<file path="src/rtl/mem_responder.sv">
// rtl/mem_responder.sv - CPU-side memory responder with programmable wait states and backdoor loader
// One access at a time: IDLE accepts, WAIT burns WAIT_CYCLES cycles, RESP commits/reads and answers.
module mem_responder #(
    parameter int WAIT_CYCLES = 1,
    parameter int DEPTH       = 32
) (
    input  logic       clk,
    input  logic       rst_n,
    input  logic [4:0] addr,
    input  logic       rd,
    input  logic       wr,
    input  logic [7:0] wdata,
    input  logic       ld_en,
    input  logic [4:0] ld_addr,
    input  logic [7:0] ld_data,
    output logic [7:0] rdata,
    output logic       ready,
    output logic       busy,
    output logic       err
);

    typedef enum logic [1:0] {
        IDLE = 2'd0,
        WAIT = 2'd1,
        RESP = 2'd2
    } state_t;

    localparam logic [2:0] CNT_INIT = (WAIT_CYCLES > 0) ? 3'(WAIT_CYCLES - 1) : 3'd0;

    state_t     state;
    state_t     next_state;
    logic [2:0] cnt;
    logic [4:0] cap_addr;
    logic [7:0] cap_wdata;
    logic       cap_wr;
    logic [7:0] mem [0:DEPTH-1];

    logic       accept;
    logic       load;
    logic       bad;
    logic       enter_resp;
    logic [4:0] acc_addr;
    logic [7:0] acc_wdata;
    logic       acc_wr;

    // With zero wait cycles the access completes on the accepting edge, so the
    // live bus values stand in for the not-yet-captured ones.
    always_comb begin
        next_state = state;
        accept     = 1'b0;
        load       = 1'b0;
        bad        = 1'b0;
        acc_addr   = cap_addr;
        acc_wdata  = cap_wdata;
        acc_wr     = cap_wr;
        case (state)
            IDLE: begin
                if (ld_en) begin
                    load = 1'b1;
                end else if (rd && wr) begin
                    bad = 1'b1;
                end else if (rd || wr) begin
                    accept     = 1'b1;
                    next_state = (WAIT_CYCLES > 0) ? WAIT : RESP;
                    acc_addr   = addr;
                    acc_wdata  = wdata;
                    acc_wr     = wr;
                end
            end
            WAIT: begin
                if (cnt == 3'd0) next_state = RESP;
            end
            RESP: next_state = IDLE;
            default: next_state = IDLE;
        endcase
        enter_resp = (next_state == RESP) && (state != RESP);
    end

    assign busy = (state != IDLE);

    always_ff @(posedge clk or negedge rst_n) begin
        if (!rst_n) begin
            state     <= IDLE;
            cnt       <= 3'd0;
            cap_addr  <= 5'd0;
            cap_wdata <= 8'h00;
            cap_wr    <= 1'b0;
            rdata     <= 8'h00;
            ready     <= 1'b0;
            err       <= 1'b0;
        end else begin
            state <= next_state;
            ready <= (state == RESP);
            err   <= bad;
            if (accept) begin
                cap_addr  <= addr;
                cap_wdata <= wdata;
                cap_wr    <= wr;
                cnt       <= CNT_INIT;
            end else if (state == WAIT && cnt != 3'd0) begin
                cnt <= cnt - 3'd1;
            end
            if (enter_resp && !acc_wr) rdata <= mem[acc_addr];
        end
    end

    // Storage is deliberately not reset; writes are blocked while reset is held.
    always_ff @(posedge clk) begin
        if (rst_n) begin
            if (load) begin
                mem[ld_addr] <= ld_data;
            end else if (enter_resp && acc_wr) begin
                mem[acc_addr] <= acc_wdata;
            end
        end
    end

endmodule

</file>
<file path="config.mk">
export PLATFORM = sky130hd
export DESIGN_NAME = mem_responder
export DESIGN_NICKNAME = d
export VERILOG_FILES = /design/src/rtl/mem_responder.sv
export SDC_FILE = /design/constraint.sdc
export NUM_CORES = 1
export LEC_CHECK = 0
export CORE_MARGIN = 1.5
export CORE_UTILIZATION = 55
export DETAILED_ROUTE_END_ITERATION = 10
export PLACE_DENSITY = 0.73
export SYNTH_ARGS = -nofsm -noshare
export SYNTH_HDL_FRONTEND = slang
export SYNTH_SLANG_ARGS = --single-unit
</file>
<file path="constraint.sdc">
create_clock -name clk -period 3.94 [get_ports clk]
set_input_delay 0.394 -clock clk [delete_from_list [all_inputs] [get_ports clk]]
set_output_delay 0.394 -clock clk [all_outputs]
set_load 0.02 [all_outputs]
</file>
==> summary.md <==
| Metric | Value |
|---|---|
| Most used flip-flop cell after synthesis | edfxtp_1 |
| Syn Inst Count | ~780 |
| Register area share after synthesis | 72.7% |
| Worst-margin pin slew | between 1000 and 1500 ps |
| Ant. Diodes | 0 |
| Vias in the first global route | around 7300 |
| Die width | roughly 150 um |
| Remaining global-route overflow | 0 |
| Setup Viol. Count Final | 0 |
| Largest area contributor in the netlist | edfxtp_1 |
| Clock transition at path regs | ~60 ps |
| Worst R2R Setup Slack | between 300 and 400 ps |
| FF-to-FF path depth | 9 |
| RR Startpoint | state[1] |
| Internal cell power | between 0.006 and 0.007 W |
| Number of port buffers | 41 |
| Final HPWL DP | around 18 mm |
| Drt first pass iters | 6 |
| CTS buffer count | 29 |
| Commonest non-fill, non-tap cells in the layout | edfxtp_1 (256), nand2_1 (127), buf_4 (71) |
| Worst setup EP type | flip-flop |
| P_leak | ~4.8 nW |
| Clock Sinks | between 200 and 300 |
| RePlAce Congestion | 0.950 |
| Hold_ws | ~350 ps |
| Layout fillers | 1353 |
| Syn_area_per_cell | 14.9 um2 |
| Die H | 148 um |
| Reg power frac | between 30% and 40% |
| Final hold viol count | 0 |
| Share of layout cells above drive strength 1 | a little under a fifth |
| Post-CTS sizing | 0 |
| Hold Path Class | input pin to asynchronous set/reset pin |
| Critical path origin | wr |
| Routed wire length on met3 | 2.78 mm |
| Area of the core | around 20000 um2 |
| Ys Warns | 0 |
| Vias | 7259 |
| Final Total Pwr | just over 0.009 W |
| Fin crit share | between 90% and 100% |
| Boundary pin count | 42 |
| Hold_buf cts | 0 |
| RSZ-0062 raised after global routing | no |
| Initial cell density of the core | approximately 57% |
| Cell row count | 52 |
| Post-layout util | approximately 67% |
| Critical Path RT | ~4300 ps |
| Pwr dens | around 680 nW/um2 |
| Setup CP Type | input pin to flip-flop |
| Root buf cell | clkbuf_16 |
| CTS max path bufs | 3 |
| Post-synth EDFFs | 256 |
| Worst R2R End | rdata[7] |
| Final #Nets | a little over 900 |
| Switching pwr | 0.00296 W |
| Drt wl/cell | approximately 24 um |
| WP data arrival | around 4000 ps |
| Area Overhead vs Synth | 18.8% |
| Pin count of the biggest net entering global routing | 33 |
| DRC viols | 0 |
| Minimum clock period | ~3600 ps |
| Most common cell after layout, fill and taps aside | edfxtp_1 |
| CTS tree | done |
| Clock Power Share | between 30 and 40% |
| Iteration-0 DRC count of the detailed router | about 910 |
| Setup TNS | 0 ps |
| Fmax achieved | around 280 MHz |
| Skew final | 13.4 ps |
| Wire length on met1 | about 11 mm |
| Power share of the combinational group | between 30% and 40% |
| Status | finished, final reports clean |
| Antenna violations before repair | 0 |
| CP max FO | 25 |
| Post-synthesis cell area | about 12000 um2 |
| Antenna viol nets, final | 0 |
| Metal2 WL | 13.8 mm |
| Worst IR Drop VDD | between 200 and 300 uV |
| Routed wire length | ~29 mm |
| First-pass GRT wire length | around 43 mm |
| Post CTS Setup Buffer Count | 0 |
| Clk_lat worst skew | roughly 540 ps |
| MaxCap Viol Count | 0 |
| Max-slew violations | 0 |
| CTS H-tree lvls | 1 |
| Top post-synthesis cells by area | edfxtp_1 (66%), dfrtp_1 (6.3%), nand2_1 (4.1%), mux2i_1 (4.0%), mux4_2 (3.5%) |
| Synth top area share | between 60% and 70% |
| Switching Share | 31.8% |
| Drt via density | between 6 and 7 |
| Max_slew headroom | roughly 18% |
| Fraction of registers with async set or reset after synthesis | 10.2% |
| Yosys reg bits | roughly 290 |
| GRT Overall Usage | 26.8% |
| Syn nets | about 800 |
| Max layer used | met4 |
| CP startpoint kind | input pin |
| Die area | 21900 um2 |
| Count of different cell masters after synthesis | 44 |
==> worst max-delay path by stage <==
| stage | depth (start not counted) | endpoint | slack, ps |
|---|---|---|---|
| global route | 12 | rdata[7] | 160 |
| floorplan | 9 | mem[0][5] | 640 |
| global placement | 12 | rdata[7] | 40 |
| CTS | 12 | rdata[7] | 460 |
| detailed placement | 12 | rdata[7] | -80 |
| finish | 12 | rdata[7] | 320 |
==> stage by stage <==
stage,std cells,setup slack (ps),instance area (um2)
final,1180,322,13800
after global routing,1180,163,13800
after CTS,1180,464,13800
after detailed placement,1128,-76.4,12800
after global placement,1128,43.2,12800
after floorplan,779,639,11600
==> logic make-up (layout without fill, tap and decap cells) <==
family / Yosys count / after routing / synth area share, %
muxes: 82 / 82 / 9.23
adders and majority gates: 4 / 4 / 0.432
DFF: 285 / 285 / 72.7
xor gates and xnor gates: 2 / 2 / 0.151
and+or+nand+nor: 260 / 260 / 9.73
buffers and inverters: 44 / 175 / 1.69
AOI/OAI and AO/OA: 102 / 102 / 6.12
==> power groups by stage <==
stage          sequential (W)  clock (W)  combinational [W]
2_1_floorplan         0.00376          0            0.00173
3_3_place_gp          0.00374          0            0.00268
3_5_place_dp          0.00374          0            0.00275
4_1_cts               0.00368    0.00286            0.00278
5_1_grt               0.00370    0.00298            0.00298
6_report              0.00368    0.00284            0.00280
==> worst max-delay path, stage by stage <==
cell	delay [ps]
clkdlybuf4s50_1	540
inv_1	60
ha_1	200
nor2_1	330
nand3_1	210
nand2_2	470
buf_4	420
buf_4	280
mux2i_1	240
o221ai_1	180
a211oi_1	560
a211oi_1	100
==> synthesized netlist by cell type (all sizes together) (15+ instances only) <==
cell,count
mux4,18
a211oi,15
clkbuf,20
nor2,63
nand2,130
mux2i,46
a21oi,28
nand3,34
a31oi,18
mux2,18
dfrtp,29
edfxtp,256
==> layout make-up <==
type | instances | area (um2) | share of cell area (%)
tap | 270 | 338 | 2.46
timing repair buffer | 113 | 963 | 7.01
inverter | 10 | 37.5 | 0.273
clock inverter | 17 | 239 | 1.74
multi-input combinational | 450 | 3010 | 21.9
sequential | 285 | 8410 | 61.2
clock buffer | 35 | 748 | 5.44
==> metal layers <==
| metal | vias up | GRT usage (%) |
|---|---|---|
| met1 | 3585 | 36.6 |
| met4 | 0 | 11.2 |
| met3 | 81 | 4.51 |
| li1 | 3184 | - |
| met5 | - | 0 |
| met2 | 409 | 43.3 |
==> registers in the layout (all words and copies together), names as in the netlist <==
name       flops
cap_addr       5
cap_wdata      8
cap_wr         1
cnt            3
err            1
mem          256
rdata          8
ready          1
state          2
Note: power is estimated with default switching activity, not from simulation.
